===== src/rtl/ram_arbiter.sv =====
// Two-port round-robin arbiter in front of a single 32-bit data RAM.
// Partial-word stores are done as read-modify-write: IDLE -> READ -> [WRITE] -> RESP.
module ram_arbiter #(
   parameter int ADDR_WIDTH = 12
) (
   input  logic                  clk,
   input  logic                  rst,
   input  logic                  a_req,
   input  logic                  a_we,
   input  logic [ADDR_WIDTH-1:0] a_addr,
   input  logic [31:0]           a_wdata,
   input  logic [3:0]            a_be,
   output logic                  a_ack,
   output logic [31:0]           a_rdata,
   input  logic                  b_req,
   input  logic                  b_we,
   input  logic [ADDR_WIDTH-1:0] b_addr,
   input  logic [31:0]           b_wdata,
   input  logic [3:0]            b_be,
   output logic                  b_ack,
   output logic [31:0]           b_rdata,
   output logic [ADDR_WIDTH-1:0] ram_read_addr,
   output logic [ADDR_WIDTH-1:0] ram_write_addr,
   output logic [31:0]           ram_din,
   input  logic [31:0]           ram_dout,
   output logic                  ram_write_en,
   output logic                  busy
);

   typedef enum logic [1:0] {
      S_IDLE  = 2'd0,
      S_READ  = 2'd1,
      S_WRITE = 2'd2,
      S_RESP  = 2'd3
   } state_t;

   state_t                r_state;
   state_t                w_next_state;
   logic                  r_rr_ptr;
   logic                  r_gnt;
   logic                  r_we;
   logic [ADDR_WIDTH-1:0] r_addr;
   logic [31:0]           r_wdata;
   logic [3:0]            r_be;
   logic [31:0]           r_rbuf;
   logic [31:0]           r_merged;

   logic                  w_grant_valid;
   logic                  w_grant_id;
   logic [31:0]           w_merged;

   // Port id: 0 = A, 1 = B. With both requesting, the round-robin pointer decides.
   always_comb begin
      w_grant_valid = a_req | b_req;
      w_grant_id    = 1'b0;
      if (a_req && b_req) begin
         w_grant_id = r_rr_ptr;
      end else if (b_req) begin
         w_grant_id = 1'b1;
      end
   end

   always_comb begin
      w_merged = 32'd0;
      for (int i = 0; i < 4; i++) begin
         w_merged[8*i +: 8] = r_be[i] ? r_wdata[8*i +: 8] : ram_dout[8*i +: 8];
      end
   end

   always_comb begin
      w_next_state = r_state;
      case (r_state)
         S_IDLE:  if (w_grant_valid) w_next_state = S_READ;
         S_READ:  w_next_state = (r_we && (r_be != 4'd0)) ? S_WRITE : S_RESP;
         S_WRITE: w_next_state = S_RESP;
         S_RESP:  w_next_state = S_IDLE;
         default: w_next_state = S_IDLE;
      endcase
   end

   always_ff @(posedge clk) begin
      if (rst) begin
         r_state  <= S_IDLE;
         r_rr_ptr <= 1'b0;
         r_gnt    <= 1'b0;
         r_we     <= 1'b0;
         r_addr   <= '0;
         r_wdata  <= 32'd0;
         r_be     <= 4'd0;
         r_rbuf   <= 32'd0;
         r_merged <= 32'd0;
      end else begin
         r_state <= w_next_state;
         case (r_state)
            S_IDLE: begin
               if (w_grant_valid) begin
                  r_gnt   <= w_grant_id;
                  r_we    <= w_grant_id ? b_we    : a_we;
                  r_addr  <= w_grant_id ? b_addr  : a_addr;
                  r_wdata <= w_grant_id ? b_wdata : a_wdata;
                  r_be    <= w_grant_id ? b_be    : a_be;
               end
            end
            S_READ: begin
               r_rbuf   <= ram_dout;
               r_merged <= w_merged;
            end
            S_RESP:  r_rr_ptr <= ~r_gnt;
            default: ;
         endcase
      end
   end

   // Address/data pins follow the latched request, so they hold while idle.
   assign ram_read_addr  = r_addr;
   assign ram_write_addr = r_addr;
   assign ram_din        = r_merged;
   assign ram_write_en   = (r_state == S_WRITE) && !rst;
   assign busy           = (r_state != S_IDLE);

   assign a_ack   = (r_state == S_RESP) && !r_gnt;
   assign b_ack   = (r_state == S_RESP) &&  r_gnt;
   assign a_rdata = a_ack ? r_rbuf : 32'd0;
   assign b_rdata = b_ack ? r_rbuf : 32'd0;

endmodule


===== config.mk =====
export PLATFORM = sky130hd
export DESIGN_NAME = ram_arbiter
export DESIGN_NICKNAME = d
export VERILOG_FILES = /design/src/rtl/ram_arbiter.sv
export SDC_FILE = /design/constraint.sdc
export NUM_CORES = 1
export LEC_CHECK = 0
export ABC_CLOCK_PERIOD_IN_PS = 1600
export CORE_MARGIN = 2
export CORE_UTILIZATION = 38
export CTS_CLUSTER_DIAMETER = 40
export DETAILED_ROUTE_END_ITERATION = 8
export GPL_ROUTABILITY_DRIVEN = 0
export PLACE_DENSITY = 0.76
export SLEW_MARGIN = 15
export SYNTH_ARGS = -nofsm -noshare
export SYNTH_HDL_FRONTEND = slang
export SYNTH_SLANG_ARGS = --single-unit

===== constraint.sdc =====
create_clock -name clk -period 1.6 [get_ports clk]
set_clock_uncertainty 0.15 [all_clocks]
set_input_delay 0.16 -clock clk [delete_from_list [all_inputs] [get_ports clk]]
set_output_delay 0.16 -clock clk [all_outputs]
set_load 0.005 [all_outputs]

==> results.txt, run 1 <==
Crit path max fanout: 5
Inserted Clock Buffers: 17
Largest area contributor in the netlist: dfxtp_1
Final Max Slew Viols: 0
Clock transition at path regs: 0.05 ns
DR pass1 iterations: 5
Number of global-route vias before repair: 5875
PnR Total Power: 17.8 mW
Critical Path AT: 1.68 ns
Most common cell on crit path: buf_12
Max Cap Viol: 0
Net count of the mapped netlist: 786
Setup violators final: 158
Ranking of synthesized cells by area: dfxtp_1, mux2i_1, nor2_1
CP Data Required Time: 1.29 ns
DR DRC count: 0
Number of I/O pins: 258
Worst slew margin: 73.9%
CP startpoint kind: flip-flop
Storage element area: 2370 um2
Cells after Synth: 648
Status: finished with violations
WL per Instance: 21.4 um
DR vias: 6418
Max H-tree Level: 4
Yosys top cell area share: 40.9%
Leakage power: 4.85 nW
Clk sinks: 117
Failing checks: setup timing
Synthesized area: 5730 um2
Initial core utilization: 39.1%
Root Driver: clkbuf_16
Power per cell area: 1630 nW/um2
Area post-placement: 8560 um2
RSZ-0062 raised after global routing: true
Multi-input logic area: 3530 um2
IO buf count: 257
Post-CTS Hold Buffers: 0
Final-stage net count: 1092
Share of cells above drive strength 1: 38.4%
GRT overflow: 0
Period minus WS final: 1.99 ns
Final ANT Viol Nets: 0
Core box area: 14600 um2
Synth unique cells: 32
Syn avg cell area: 8.84 um2
Slew @ Worst Pin: 0.392 ns
Achievable Freq: 0.502 GHz
Pin count of the biggest net entering global routing: 64
Rows: 44
Final Cell Area: 10900 um2
Worst-case clock buffer depth: 2
# fillers: 985
Final HPWL DP: 13.7 mm
Clock Latency Late Sink: 0.42 ns
Ratio of final minimum period to clock period: 125%
CTS tree: built
P&R area growth vs syn: 89.9%
CP max-delay cell: dfxtp_4
Largest stage delay, worst path: 0.36 ns
VDD IR-drop max: 0.950 mV
Crit path cell chain: ha_4 > nor2b_4 > buf_12 > buf_12 > buf_6 > and2_1 > buf_2
Crit end category: output pin
Sequential area share after synthesis: 40.9%
Setup ws final: -0.394 ns
Initial DRC Count: 452
Die width: 127 um
Ant. Diodes: 0
Vias per inst: 5.59
Fin. Hold Viols: 0
Initial antenna violation count: 0
Category of the critical setup timing path: reg2out
Count of state elements after synthesis: 117
Synthesis Warnings: 0
Chip height: 127 um
GRT Util Overall: 25.9%
DIE AREA: 16100 um2
Final wirelength: 24.6 mm
First-pass GRT wire length: 32.7 mm
Min-Delay Path Class: in2reg
cells in the mapped netlist:
| cell | n |
|---|---|
| dfxtp_1 | 117 |
| nor2_1 | 116 |
| mux2i_1 | 65 |
| nand3_1 | 49 |
| o21ai_0 | 48 |
| and2_1 | 33 |
| a211oi_1 | 32 |
| and3_1 | 32 |
| clkbuf_1 | 32 |
| a311oi_1 | 29 |
| buf_2 | 21 |
| a311oi_2 | 20 |
| buf_4 | 14 |
| buf_6 | 7 |
| buf_1 | 6 |
| ha_1 | 4 |
| inv_1 | 4 |
| clkbuf_2 | 2 |
| nand2_1 | 2 |
| nor2b_1 | 2 |
| o21ai_1 | 2 |
| a2111oi_0 | 1 |
| a21oi_1 | 1 |
| a32oi_1 | 1 |
| and2b_2 | 1 |
| inv_2 | 1 |
| nand2b_1 | 1 |
| nor3_1 | 1 |
| nor3b_1 | 1 |
| nor4_1 | 1 |
| o211a_1 | 1 |
| o21a_1 | 1 |
cells by family after synthesis:
group | count (synthesis) | share of synthesized area [%]
flops | 117 | 40.9
mux | 65 | 11.4
buf+inv | 87 | 8.04
compound gates | 136 | 18.9
fa+ha+maj | 4 | 0.874
simple gates | 239 | 19.9
sequential cells by signal, indices dropped and copies added (netlist names):
signal,count
r_rr_ptr,1
r_wdata,32
r_rbuf,32
r_we,1
r_gnt,1
ram_din,32
r_state,2
r_be,4
ram_read_addr,12
critical path, delay by kind of cell, from the launching register on:
family,cells,cell delay [ns]
adders and majority gates,1,0.18
DFF,1,0.36
and+or+nand+nor,2,0.26
buffers and inverters,4,0.47
worst paths after layout:
path	end	slack (ns)	from	cells after the start
setup reg to reg	ram_read_addr[9]$_SDFFE_PP0P_	-0.25	r_state[1]$_SDFFE_PP0P_	10
setup / recovery	a_rdata[30]	-0.39	r_state[1]$_SDFFE_PP0P_	7
hold reg to reg	ram_din[26]$_SDFFE_PP0P_	0.32	ram_din[26]$_SDFFE_PP0P_	2
hold / removal	r_gnt$_SDFFE_PP0P_	0.06	b_req	3
through the flow:
stage	util (%)	TNS [ns]	setup slack, ns	hold slack [ns]	instances
6_report	74.3	-27.88	-0.394	0.0570	1149
2_1_floorplan	-	0	0.0341	0.157	648
3_5_place_dp	58.4	-23.65	-0.266	0.329	1045
4_1_cts	68.5	-37.26	-0.494	0.0109	1125
5_1_grt	74.3	-36.04	-0.453	0.0897	1149
3_3_place_gp	58.4	-17.98	-0.214	0.323	1045
layout make-up:
| type | count | area share, % |
|---|---|---|
| clock buffers | 27 | 4.99 |
| clock inverters | 3 | 0.138 |
| inverters | 5 | 0.241 |
| multi-input cells | 444 | 32.4 |
| flip-flops and latches | 117 | 21.8 |
| well taps | 184 | 2.12 |
| repair buffers | 369 | 38.3 |
report_power, final:
part,internal (mW),switching (mW),total (mW)
clock network,2.28,1.29,3.58
logic,5.33,4.08,9.41
registers,3.93,0.844,4.77
total,11.5,6.22,17.8
placed cells by master, fill, tap and decap left out, types with 3 or more instances in the layout:
master | synthesis | routed
a211oi_1 | 32 | 17
a211oi_2 | 0 | 14
a311oi_1 | 29 | 8
a311oi_2 | 20 | 41
and2_1 | 33 | 7
and2_4 | 0 | 26
and3_1 | 32 | 30
buf_12 | 0 | 23
buf_16 | 0 | 7
buf_2 | 21 | 13
buf_4 | 14 | 34
buf_6 | 7 | 58
buf_8 | 0 | 8
clkbuf_16 | 0 | 28
clkbuf_2 | 2 | 21
clkbuf_8 | 0 | 8
clkdlybuf4s15_2 | 0 | 5
clkdlybuf4s50_1 | 0 | 152
clkinv_2 | 0 | 3
dfxtp_1 | 117 | 100
dfxtp_2 | 0 | 13
dfxtp_4 | 0 | 4
dlymetal6s2s_1 | 0 | 37
ha_4 | 0 | 4
inv_4 | 0 | 3
mux2i_1 | 65 | 65
nand3_1 | 49 | 49
nor2_1 | 116 | 69
nor2_2 | 0 | 27
nor2_4 | 0 | 20
o21ai_0 | 48 | 48
per-layer routing:
metal	vias to the layer above	track usage [%]	wire (um)
met5	-	0	0
met3	56	5.69	1680
met2	294	44.2	12000
met4	0	9.05	743
li1	2946	-	-
met1	3122	32.4	10200
timing repair:
item	CTS	global route
resized for setup	272	270
endpoints found under the setup margin	190	230
buffers inserted	39	32
pin swaps	37	64
cloned	13	17
Note: power is estimated with default switching activity, not from simulation.
==> run 2: changes to the inputs <==
- CORE_MARGIN: 2 -> unset
- CORE_UTILIZATION: 38 -> 39
- CTS_BUF_LIST: unset -> sky130_fd_sc_hd__clkbuf_4 sky130_fd_sc_hd__clkbuf_8
- PLACE_DENSITY: 0.76 -> 0.78
==> run 2 against run 1 <==
Power is 1.2% higher. Setup slack lost 0.073 ns. Global-route usage up 3.1 points. Clock power shrank 5%. Highest routed layer unchanged. Core utilization up 3.4 points. First-iteration DRC count is 44% higher. Final area increased by 0.69%. Routed wire length increased by 3.7%. Register-to-register slack improved by 0.05 ns. The flow still finishes with violations (setup timing).
==> results.txt, run 2 (synthesis gave the netlist of run 1 again) <==
Status: finished with violations
Failing checks: setup timing
Final wirelength: 25.5 mm (+3.7%)
CP startpoint kind: flip-flop
DR pass1 iterations: 5 (unchanged)
P&R area growth vs syn: 91.2%
Share of cells above drive strength 1: 39.0% (+0.55 points)
Number of I/O pins: 258 (unchanged)
Hold EP: r_gnt$_SDFFE_PP0P_
Critical Path AT: 1.76 ns (+0.08 ns)
Root Driver: clkbuf_8
Pin count of the biggest net entering global routing: 54 (-16%)
WL per Instance: 22.0 um (+2.9%)
Final HPWL DP: 13.2 mm (-4.2%)
Clock Latency Late Sink: 0.43 ns (about the same)
DR DRC count: 0 (unchanged)
Die width: 123 um (-2.8%)
RSZ-0062 raised after global routing: true
Fin cells: 1158 (+0.78%)
Clock transition at path regs: 0.07 ns (+0.02 ns)
Slew @ Worst Pin: 0.767 ns (+0.374 ns)
CTS tree: built
Achievable Freq: 0.484 GHz (-3.5%)
Final Max Slew Viols: 0 (unchanged)
RR Startpoint: r_state[1]$_SDFFE_PP0P_
Fin. Hold Viols: 0 (unchanged)
Area post-placement: 8540 um2 (-0.15%)
Min-Delay Path Class: in2reg
Hold depth: 3 (unchanged)
Vias per inst: 5.75 (+2.9%)
IO buf count: 257 (unchanged)
Worst reg2reg endpoint: ram_din[4]$_SDFFE_PP0P_
Category of the critical setup timing path: reg2out
Final Cell Area: 11000 um2 (+0.69%)
Max H-tree Level: 4 (unchanged)
Setup tns final: -33.93 ns (-6.05 ns)
GRT Util Overall: 29.0% (+3.1 points)
Ratio of final minimum period to clock period: 129% (+4.6 points)
Most frequent cells in the layout: clkdlybuf4s50_1, dfxtp_1, nor2_1, mux2i_1, buf_6
Number of global-route vias before repair: 5969 (+1.6%)
Initial antenna violation count: 1 (+1)
Initial DRC Count: 652 (+44%)
Worst-case clock buffer depth: 2 (unchanged)
Rows: 43 (-2.3%)
PnR Total Power: 18.0 mW (+1.2%)
GRT overflow: 0 (unchanged)
Reg2Reg Depth: 10 (unchanged)
Clk sinks: 117 (unchanged)
Hold path start: b_req
R2R setup slack: -0.20 ns (+0.05 ns)
Power per cell area: 1640 nW/um2 (+0.49%)
Final ANT Viol Nets: 0 (unchanged)
Leakage power: 5.02 nW (+3.5%)
DIE AREA: 15200 um2 (-5.6%)
CP Data Required Time: 1.29 ns (about the same)
Max Cap Viol: 0 (unchanged)
Worst slew margin: 48.9% (-25 points)
Setup violators final: 172 (+8.9%)
First-pass GRT wire length: 32.9 mm (+0.57%)
Chip height: 123 um (-2.8%)
DR vias: 6655 (+3.7%)
Initial core utilization: 40.6% (+1.5 points)
Placed cells: 1045 (unchanged)
Crit end category: output pin
Period minus WS final: 2.07 ns (+0.0730 ns)
Crit path max fanout: 6 (+1)
Inserted Clock Buffers: 17 (unchanged)
Commonest non-fill, non-tap cell in the layout: clkdlybuf4s50_1
Hold slack: 0.125 ns (+0.0685 ns)
Setup ws final: -0.467 ns (-0.0730 ns)
Core box area: 14100 um2 (-3.7%)
Final-stage net count: 1102 (+0.92%)
VDD IR-drop max: 0.918 mV (-3.3%)
==> run 2: cell types whose count changed in the layout (fill, tap and decap cells not counted), moves of 8 or more <==
cell	change
buf_16	+8
clkbuf_16	-20
clkdlybuf4s50_1	-21
clkbuf_8	+11
dlygate4sd2_1	+13
a311oi_2	-11
a311oi_1	+11
==> run 2: stage by stage <==
stage	util [%]	worst slack [ns]
after global routing	77.7	-0.504
after detailed placement	60.6	-0.222
after floorplan	-	0.0341
after global placement	60.6	-0.196
after CTS	71.4	-0.503
final	77.7	-0.467
==> run 2: cell type report <==
type                    instances  area, um2
multi-input cells             444       3470
well taps                     180        225
diodes                          1       2.50
clock buffers                  23        292
repair buffers                379       4360
clock inverters                 9        198
flip-flops and latches        117       2380
inverters                       5       28.8
fillers                       898       3140
==> run 2: worst max-delay path by stage <==
| stage | slack, ns | from | endpoint |
|---|---|---|---|
| finish | -0.47 | r_state[1]$_SDFFE_PP0P_ | a_rdata[8] |
| CTS | -0.50 | r_state[1]$_SDFFE_PP0P_ | b_rdata[14] |
| floorplan | 0.03 | r_state[0]$_SDFFE_PP0P_ | r_wdata[0]$_SDFFE_PP0P_ |
| global route | -0.50 | r_state[1]$_SDFFE_PP0P_ | a_rdata[8] |
| detailed placement | -0.22 | r_state[1]$_SDFFE_PP0P_ | b_rdata[4] |
| global placement | -0.20 | r_state[1]$_SDFFE_PP0P_ | a_rdata[1] |
==> run 2: critical path: stages, from the launching register on <==
cell     delay, ns
dfxtp_4       0.36
ha_4          0.18
nor2b_4       0.14
buf_6         0.12
buf_6         0.13
buf_16        0.14
and2_4        0.16
buf_6         0.11
==> run 2: metal layers <==
metal | GRT usage [%] | wire (um) | up-vias
met4 | 11.0 | 957 | 0
met3 | 7.10 | 2060 | 75
met5 | 0 | 0 | -
li1 | - | - | 2963
met2 | 48.8 | 12200 | 375
met1 | 35.7 | 10300 | 3242
==> run 2: report_power, final <==
group	internal [mW]	switching, mW
Clock	2.16	1.25
Combinational	5.56	4.24
Sequential	3.93	0.827
Total	11.7	6.31
==> run 2: repair_timing <==
action                                  in CTS  in global routing
buffers inserted                            25                 35
gates cloned                                20                 10
resized for setup                          307                251
hold endpoints to repair                     4                  0
endpoints found under the setup margin     202                227
hold buffers                                 1                  0
pin swaps                                   46                 48
==> run 3: changes to the inputs <==
- TNS_END_PERCENT: unset -> 1
==> run 3 against run 2 <==
The flow still finishes with violations (setup timing). Non-clock buffer count is 59 lower. Via count is 12% lower. Core utilization is 12 points lower. Final cell count is 5.2% lower. Routed wire length is 22% lower. Die area stayed put. Sequential share of layout area is 3.8 points higher. First-iteration DRC count is 34% lower. Maximum frequency is 3.5% higher. Hold slack worse by 0.093 ns. Register-to-register slack worse by 0.11 ns. Largest power group unchanged.
==> results.txt, run 3 (synthesis gave the netlist of run 1 again) <==
Crit path launch: r_state[1]$_SDFFE_PP0P_
Clock transition at path regs: 0.07 ns (about the same)
GRT busiest layer: met2
Crit end category: output pin
CTS tree: built
Final Max Slew Viols: 0 (unchanged)
Setup violators final: 183 (+6.4%)
Number of global-route vias before repair: 5377 (-9.9%)
IO buf count: 257 (unchanged)
Clk sinks: 117 (unchanged)
Slew @ Worst Pin: 0.651 ns (-0.116 ns)
Final ANT Viol Nets: 0 (unchanged)
DR vias: 5860 (-12%)
Hold path start: b_req
Final HPWL DP: 13.2 mm (unchanged)
CP startpoint kind: flip-flop
CP Data Required Time: 1.29 ns (about the same)
Setup tns final: -41.59 ns (-7.66 ns)
CP max-delay cell: dfxtp_2
Pin count of the biggest net entering global routing: 54 (unchanged)
Clock Latency Late Sink: 0.42 ns (about the same)
P&R area growth vs syn: 61.5%
Crit path max fanout: 6 (unchanged)
Pint: 8.97 mW (-23%)
Initial DRC Count: 429 (-34%)
Period minus WS final: 2.00 ns (-0.0693 ns)
Achievable Freq: 0.501 GHz (+3.5%)
Initial core utilization: 40.6% (unchanged)
M2 GR Usage: 40.7% (-8.1 points)
DIE AREA: 15200 um2 (unchanged)
DR pass1 iterations: 5 (unchanged)
Global routing usage on met3: 6.27% (-0.83 points)
Comb pwr share: 41.4% (-13 points)
Worst slew margin: 56.6% (+7.7 points)
Most frequent cells in the layout: clkdlybuf4s50_1, nor2_1, dfxtp_1, mux2i_1, nand3_1
Most common cell on crit path: buf_6
Min-Delay Path Class: in2reg
Die width: 123 um (unchanged)
Worst-case clock buffer depth: 2 (unchanged)
Ratio of final minimum period to clock period: 125% (-4.3 points)
Rows: 43 (unchanged)
Placed cells: 1045 (unchanged)
Fin cells: 1098 (-5.2%)
Crit path cell chain: ha_4 > nor2b_4 > buf_6 > buf_6 > buf_12 > and2_1 > buf_2
GRT Util Overall: 24.5% (-4.5 points)
Final-stage net count: 1043 (-5.4%)
Ant. Diodes: 0 (-1)
P_sw: 4.53 mW (-28%)
Fin. Hold Viols: 0 (unchanged)
RR Startpoint: r_state[1]$_SDFFE_PP0P_
Core box area: 14100 um2 (unchanged)
Clock power share: 24.9% (+5.9 points)
Initial antenna violation count: 0 (-1)
WL per Instance: 18.1 um (-18%)
Root Driver: clkbuf_8
First-pass GRT wire length: 28.3 mm (-14%)
RSZ-0062 raised after global routing: true
Critical Path AT: 1.69 ns (-0.07 ns)
Met1 Use GR: 30.5% (-5.2 points)
GRT overflow: 0 (unchanged)
Sw Ratio: 33.5% (-1.6 points)
Status: finished with violations
Max Cap Viol: 0 (unchanged)
Power per cell area: 1460 nW/um2 (-11%)
Final wirelength: 19.8 mm (-22%)
Max H-tree Level: 4 (unchanged)
Category of the critical setup timing path: reg2out
VDD IR-drop max: 1.15 mV (+26%)
Chip height: 123 um (unchanged)
Vias per inst: 5.34 (-7.1%)
Commonest non-fill, non-tap cell in the layout: clkdlybuf4s50_1
Flop pwr share: 33.7% (+7.2 points)
Leakage power: 4.19 nW (-16%)
Setup ws final: -0.398 ns (+0.0693 ns)
Largest stage delay, worst path: 0.33 ns (-0.03 ns)
Final Cell Area: 9250 um2 (-16%)
DR DRC count: 0 (unchanged)
Failing checks: setup timing
Area post-placement: 8540 um2 (unchanged)
Share of cells above drive strength 1: 25.2% (-14 points)
Number of I/O pins: 258 (unchanged)
Inserted Clock Buffers: 17 (unchanged)
## run 3: cell types whose count changed in the layout (fill, tap and decap cells not counted), moves of 18 or more
cell,previous run,this run
nor2_2,27,0
a211oi_1,13,32
dlymetal6s2s_1,43,25
nor2_1,69,116
a211oi_2,18,0
dlygate4sd2_1,13,32
nor2_4,20,0
buf_6,54,27
## run 3: path summary, 6_finish.rpt
kind	slack, ns	depth (start not counted)	end
hold reg to reg	0.33	2	ram_din[8]$_SDFFE_PP0P_
hold / removal	0.03	3	r_gnt$_SDFFE_PP0P_
setup / recovery	-0.40	7	a_rdata[4]
setup reg to reg	-0.31	8	r_wdata[13]$_SDFFE_PP0P_
## run 3: critical path, delay by kind of cell (launching register included)
kind | cells | cell delay, ns
buffers and inverters | 4 | 0.48
DFF | 1 | 0.33
and+or+nand+nor | 2 | 0.27
adders and majority gates | 1 | 0.17
## run 3: layout make-up
cell class,instances,area (um2)
clock buffers,23,292
clock inverters,9,198
fillers,1200,4840
inverters,5,18.8
multi-input cells,444,3040
flip-flops and latches,117,2370
well taps,180,225
repair buffers,320,3110
## run 3: power groups by stage
stage	Clock [mW]	Combinational [mW]	Sequential [mW]
after CTS	3.39	5.48	4.54
final	3.35	5.59	4.55
after detailed placement	0	5.47	4.56
after floorplan	0	3.21	4.40
after global placement	0	5.39	4.54
after global routing	3.55	6.06	4.66
## run 3: stage by stage
step                      utilization [%]  worst slack (ns)  hold WS [ns]  power [mW]
after floorplan                         -            0.0341         0.157        7.61
after global placement               60.6            -0.196         0.324        9.93
after detailed placement             60.6            -0.222         0.327        10.0
after CTS                            65.1            -0.503        0.0168        13.4
after global routing                 65.6            -0.452        0.0696        14.3
final                                65.6            -0.398        0.0325        13.5
## run 3: timing repair
action,in CTS,in global routing
endpoints found under the hold margin,10,0
pin swaps,8,3
gates cloned,3,2
hold buffers,1,0
endpoints found under the setup margin,202,210
gates resized for setup,232,119
setup buffers,7,9
## run 3: per-layer routing
metal,up-vias,wire length [um]
li1,2832,-
met2,238,9470
met5,-,0
met4,0,475
met1,2761,8460
met3,29,1420
